$ cat config.mk
export PLATFORM = sky130hd
export DESIGN_NAME = store_buffer
export DESIGN_NICKNAME = d
export VERILOG_FILES = /design/src/rtl/store_buffer.sv
export SDC_FILE = /design/constraint.sdc
export NUM_CORES = 1
export LEC_CHECK = 0
export ABC_AREA = 1
export BUFFER_PORTS_ARGS = -buffer_cell sky130_fd_sc_hd__buf_2
export CAP_MARGIN = 20
export CORE_MARGIN = 2
export CORE_UTILIZATION = 61
export DETAILED_ROUTE_END_ITERATION = 12
export HOLD_SLACK_MARGIN = 0.15
export PLACE_DENSITY = 0.8
export SLEW_MARGIN = 5
export SYNTH_ARGS = -nofsm -noshare
export SYNTH_HDL_FRONTEND = slang
export SYNTH_SLANG_ARGS = --single-unit
export TNS_END_PERCENT = 1
$ cat constraint.sdc
create_clock -name clk -period 10.5 [get_ports clk]
set_input_delay 0.525 -clock clk [delete_from_list [all_inputs] [get_ports clk]]
set_output_delay 0.525 -clock clk [all_outputs]
set_load 0.1 [all_outputs]
$ cat src/rtl/store_buffer.sv
// Posted-write store buffer: circular FIFO of stores draining into data memory
// when no load is using the port, with youngest-match load forwarding.
module store_buffer #(
    parameter int DEPTH  = 4,
    parameter int ADDR_W = 32,
    parameter int DATA_W = 32
) (
    input  logic                       clk,
    input  logic                       rst,
    input  logic                       St_Valid,
    input  logic [ADDR_W-1:0]          St_Addr,
    input  logic [DATA_W-1:0]          St_Data,
    output logic                       St_Ready,
    input  logic                       Ld_Valid,
    input  logic [ADDR_W-1:0]          Ld_Addr,
    output logic                       Ld_Hit,
    output logic [DATA_W-1:0]          Ld_Data,
    output logic [ADDR_W-1:0]          Mem_Addr,
    output logic [DATA_W-1:0]          Mem_WriteData,
    output logic                       Mem_Write,
    output logic                       Empty,
    output logic [$clog2(DEPTH):0]     Count
);
    localparam int PW = $clog2(DEPTH);
    localparam int CW = PW + 1;

    logic [ADDR_W-1:0] addr_q [DEPTH];
    logic [DATA_W-1:0] data_q [DEPTH];
    logic [PW-1:0]     head, tail, idx;
    logic [CW-1:0]     count;
    logic              enq, drain;

    // Ready looks only at registered occupancy, so a same-cycle drain never frees a slot.
    assign St_Ready      = count < CW'(DEPTH);
    assign Empty         = (count == '0);
    assign enq           = St_Valid && St_Ready;
    assign drain         = !Empty && !Ld_Valid;
    assign Mem_Write     = drain;
    assign Mem_Addr      = addr_q[head];
    assign Mem_WriteData = data_q[head];
    assign Count         = count;

    always_ff @(posedge clk) begin
        if (rst) begin
            head  <= '0;
            tail  <= '0;
            count <= '0;
        end else begin
            if (enq)   tail <= tail + 1'b1;
            if (drain) head <= head + 1'b1;
            count <= count + CW'(enq) - CW'(drain);
        end
    end

    always_ff @(posedge clk) begin
        if (!rst && enq) begin
            addr_q[tail] <= St_Addr;
            data_q[tail] <= St_Data;
        end
    end

    // Walk oldest to youngest so the last match (youngest store) wins.
    always_comb begin
        Ld_Hit  = 1'b0;
        Ld_Data = '0;
        idx     = '0;
        for (int i = 0; i < DEPTH; i++) begin
            idx = head + PW'(i);
            if (Ld_Valid && (CW'(i) < count) && (addr_q[idx] == Ld_Addr)) begin
                Ld_Hit  = 1'b1;
                Ld_Data = data_q[idx];
            end
        end
    end
endmodule

== After elaboration in Yosys (flattened, before gate mapping) ==
Memories as Yosys holds them, arrays and structs flattened. A register that Yosys moved wholly into a read port is not among the register bits.
Index checks and enable logic that the tools add are counted.
W data, S select, Z words.

* RAM bits: 256
* Memories kept: 2
* Flip-flop bits (word level): 7

{| class="wikitable"
|+ Memories
! memory !! words !! bits a word !! read ports !! clocked after memory_dff !! wr ports !! line !! source
|-
| addr_q || 4 || 32 || 4 || 1 || 1 || 27 || <nowiki>logic [ADDR_W-1:0] addr_q [DEPTH];</nowiki>
|-
| data_q || 4 || 32 || 4 || 1 || 1 || 28 || <nowiki>logic [DATA_W-1:0] data_q [DEPTH];</nowiki>
|}

* Reductions and logical operators: 15
* Equality and inequality tests: 4
* Multiplexer cells: 14
* Add/sub/neg operators: 6
* Order comparisons: 5

{| class="wikitable"
|+ Operators by type and width
! operator !! count
|-
| $eq A32 B32 Y1 || 4
|-
| $mux W32 || 4
|-
| $logic_and A1 B1 Y1 || 11
|-
| $mux W2 || 4
|-
| $lt A1 B3 Y1 const A || 2
|-
| $lt A2 B3 Y1 const A || 2
|-
| $mux W1 || 6
|-
| $add A2 B1 Y2 const B || 2
|-
| $add A2 B2 Y2 const B || 2
|-
| $add A3 B1 Y3 || 1
|-
| $logic_not A1 Y1 || 3
|-
| $logic_not A3 Y1 || 1
|-
| $lt A3 B3 Y1 const B || 1
|-
| $sub A3 B1 Y3 || 1
|}

== Logic depth before layout (Yosys ltp) ==
* Depth after elaboration: 7
* Mapped depth: 20
* Depth with buffers taken out: 18

== Worst setup path before layout ==
Ideal clock, no wire load.

* Path kind: reg-to-reg
* Start point: register count[0], in the netlist Count[0]
* End point: register count[2], in the netlist Count[2]
* Slack: 4.616 ns
* Buffers on the path: 0
* Stages on the path, launching flop included: 10
* Data arrival time: 5.769 ns
* Cell sequence: dfxtp_1 > nor3_1 > nor2_1 > ha_1 > inv_1 > ha_1 > inv_1 > fa_1 > xnor2_1 > nor2_1

* Cells in the longest elaborated chain, start to end: 4
* Elaborated cells between the ends (all ways): 7

{| class="wikitable"
|+ Ends and longest elaborated chain
! what !! line !! source
|-
| from (decl) || 30 || <nowiki>logic [CW-1:0] count;</nowiki>
|-
| from (signal assigned) || 51 || <nowiki>count <= count + CW'(enq) - CW'(drain);</nowiki>
|-
| $logic_not A3 Y1 || 35 || <nowiki>assign Empty = (count == '0);</nowiki>
|-
| via Empty || 21 || <nowiki>output logic Empty,</nowiki>
|-
| $logic_not A1 Y1 || 37 || <nowiki>assign drain = !Empty && !Ld_Valid;</nowiki>
|-
| $logic_and A1 B1 Y1 || 37 ||
|-
| via Mem_Write || 20 || <nowiki>output logic Mem_Write,</nowiki>
|-
| $sub A3 B1 Y3 || 51 ||
|}

The timed path passes the listed nets, and every way through them passes these cells.
A chain may end at the register's enable or synchronous reset.

== Worst setup path in the final report ==
* Start point: register head[0]
* End point: output port Ld_Data[15]

* Cells in the longest elaborated chain, start to end: 7
* Elaborated cells between the ends (all ways): 14

{| class="wikitable"
|+ Ends and longest elaborated chain
! what !! line !! source
|-
| from (decl) || 29 || <nowiki>logic [PW-1:0] head, tail, idx;</nowiki>
|-
| from (signal assigned) || 50 || <nowiki>if (drain) head <= head + 1'b1;</nowiki>
|-
| $add A2 B1 Y2 || 68 || <nowiki>idx = head + PW'(i);</nowiki>
|-
| $mem_v2 Z4 W32 || n/a ||
|-
| $eq A32 B32 Y1 || 69 || <nowiki>if (Ld_Valid && (CW'(i) < count) && (addr_q[idx] == Ld_Addr)) begin</nowiki>
|-
| $logic_and A1 B1 Y1 || 69 ||
|-
| $mux W32 (2 in a row) || 69 ||
|-
| $mux W32 * || 69 ||
|-
| to (decl) || 17 || <nowiki>output logic [DATA_W-1:0] Ld_Data,</nowiki>
|}

Mark *: on every way between the ends. The rest lies on a longest branch, timed or not.

==> out/metrics.cfg <==
[run_status]
status = finished clean

[synthesis]
syn_area_sq_um = 17900
yosysSeqAreaShare_pct = 44.0
yosys_register_bits = 265
avgSynthCellArea_sq_um = 7.36
synthCells = 2432
syn_nets = 2541
yosysWarningCount = 0
synth_cell_type_count = 38

[grt]
grt_overflow_total = 0
grtUsageTotal_pct = 38.8
grt_max_degree = 134
grt_pass1_wl_um = 93400
grt_antenna_before_repair = 3
grt_pass1_vias = 17326

[clocking]
cts_sinks = 265
cts_buffers = 29
clkTransAtPathRegs_ns = 0.06
clockBufferDepth = 3
h-tree-depth = 1
tritoncts = built
post_cts_buffers = 0
cts-resized-gates = 0
cts_root_buffer = clkbuf_16
cts_hold_buffers = 38
insertion_delay_ns = 0.59

[timing]
maxSlewViolCount = 0
setup_slack_ns = 3.54
fin_crit_sh_pct = 66.3
worst_pin_slew_ns = 1.14
clock_skew_ns = 0.0164
rsz0062_at_grt = false
slew_headroom_pct = 24.2
hold_violations = 0
setup_violations = 0
period_needed_ns = 6.96
fin_setup_tns_ns = 0
fmax_mhz = 144

[power]
leakage_nw = 9.15
total_power_mw = 5.58
irDropWorstVdd_uv = 316
power_density_nw_per_um2 = 275

[critical_path]
critPathKind = flip-flop to primary output
worstSetupStartpointType = flip-flop
worstPathRequired_ns = 9.98
arrival_ns = 6.43
crit_fanout = 133
endpoint_kind = primary output

[drt]
drc = 0
via_per_inst = 6.15
dr.pass1.iters = 6
drt-met1-wl_um = 22200
wirelength_um = 60400
highest_layer = met4
routed-via-count = 18389
wire_per_inst_um = 20.2
dr_wl_met3_um = 6690
wl_met2_um = 28400
antenna_left = 0
drtIter0Drc = 2467

[worst_hold_path]
hp-class = primary input to flip-flop

[placed_design]
dp_slack_ns = 4.11
hpwl_um = 38100
place.port_buffers = 202
gp_congestion = 1.02

[cells_and_area]
nets = 2692
synthToLayoutAreaGrowth_pct = 13.3
drive_gt1_share_pct = 12.1
utilization_pct = 70.5

[floorplanning]
die_area_sq_um = 30700
fp.dieH_um = 175
num_rows = 62
ios = 203
core_sq_um = 28800
initial_core_util_pct = 62.2
die-width_um = 175

[flow_run]
timing.max_cap.violations = 0

## synth_stat cells, drive strengths merged
cell type / n / area (sq um)
nand2: 977 / 3680
o21ai: 259 / 1300
edfxtp: 256 / 7690
nand3: 174 / 871
nor2: 171 / 662
inv: 151 / 567
buf: 81 / 474
a21oi: 71 / 355
clkbuf: 63 / 236
o211ai: 36 / 370
o22ai: 35 / 219
xor2: 33 / 289
mux2i: 32 / 320
a221oi: 31 / 272
a22oi: 18 / 135
nand4: 12 / 75.1
dfxtp: 9 / 180
ha: 8 / 100
nor3: 4 / 20.0
and2: 2 / 12.5
nand3b: 2 / 15.0
o221ai: 2 / 17.5
or2: 2 / 12.5
fa: 1 / 20.0
o21a: 1 / 7.51
xnor2: 1 / 8.76
## through the flow
stage | cell area, sq um | hold WS [ns] | instances
final | 20300 | 0.162 | 2991
after global routing | 20300 | 0.158 | 2990
after CTS | 20200 | 0.150 | 2988
after detailed placement | 18900 | 0.531 | 2897
after global placement | 18900 | 0.507 | 2897
after floorplan | 17900 | 0.490 | 2432
## cell usage in the layout (no fill, tap or decap), types with 2 or more instances in the layout
cell / n
diode_2: 2
dfxtp_1: 6
o221ai_1: 2
clkbuf_16: 29
clkinv_1: 4
o211ai_2: 20
o22ai_1: 35
mux2i_1: 32
and2_1: 2
dlygate4sd3_1: 38
inv_2: 3
buf_2: 202
dfxtp_4: 2
bufinv_16: 3
o211ai_1: 16
ha_1: 8
clkinv_2: 7
nand2_1: 973
nand3_1: 174
o21ai_1: 2
xor2_1: 33
nor3_1: 4
a21oi_1: 71
nor2_1: 160
clkbuf_1: 5
nand4_1: 12
a221oi_1: 31
edfxtp_1: 256
nand3b_1: 2
o21ai_0: 257
clkinvlp_4: 2
inv_1: 146
nor2_2: 3
a22oi_1: 18
nor2_4: 8
nand2_2: 3
buf_4: 23
clkinv_4: 2
## cell type report
type / instances / area, sq um
Antenna cell: 2 / 5.00
Multi-Input combinational cell: 1872 / 8820
Sequential cell: 265 / 7880
Tap cell: 384 / 480
Inverter: 151 / 569
Clock buffer: 34 / 744
Clock inverter: 19 / 198
Timing Repair Buffer: 264 / 1590
Fill cell: 2368 / 8500
## worst paths after layout
| path | cells after the start | start | endpoint | slack [ns] |
|---|---|---|---|---|
| setup / recovery | 18 | head[0] | Ld_Data[15] | 3.54 |
| hold reg to reg | 2 | tail[1] | tail[1] | 0.54 |
| hold / removal | 1 | St_Addr[17] | addr_q[0][17] | 0.16 |
| setup reg to reg | 4 | head[0] | head[0] | 7.27 |
## per-layer routing
layer  up-vias  GRT usage, %
li1       8476             -
met1      8394          49.3
met2      1266          63.7
met3       253          6.75
met4         0          20.5
met5         -             0
## logic make-up (layout without fill, tap and decap cells)
group	count (synthesis)	in the layout	share of synthesized area, %
other	0	2	0
XOR/XNOR	34	34	1.66
AND/OR/NAND/NOR	1344	1344	29.9
flip-flops	265	265	44.0
buffers and inverters	295	468	7.14
multiplexers	32	32	1.79
AO/OA/AOI/OAI	453	453	14.9
adder cells (fa/ha/maj)	9	9	0.671
## power breakdown
group	leakage, nW	total (mW)	switching, mW	internal (mW)
clock network	0.461	1.04	0.451	0.585
registers	2.40	1.31	0.0803	1.23
logic	6.29	3.24	2.58	0.662
total	9.15	5.58	3.11	2.47
## critical path, stage by stage, from the launching register on
cell	delay [ns]
dfxtp_4	0.54
inv_2	0.82
nand2_1	0.38
nand2_8	0.64
buf_4	0.66
o21ai_0	0.30
a21oi_1	0.31
nand2_1	0.09
nor2_1	0.09
nand2_1	0.08
nor2_1	0.20
nand2_2	0.38
buf_16	0.32
nand2_1	0.09
o21ai_0	0.08
nand2_1	0.06
nand2_1	0.05
nand2_1	0.11
buf_2	0.44
## registers in the layout, summed over array words and instances (netlist names), named ones only
name    flops
tail        2
addr_q    128
data_q    128
head        2
Count       3
(Power assumes the default switching activity.)
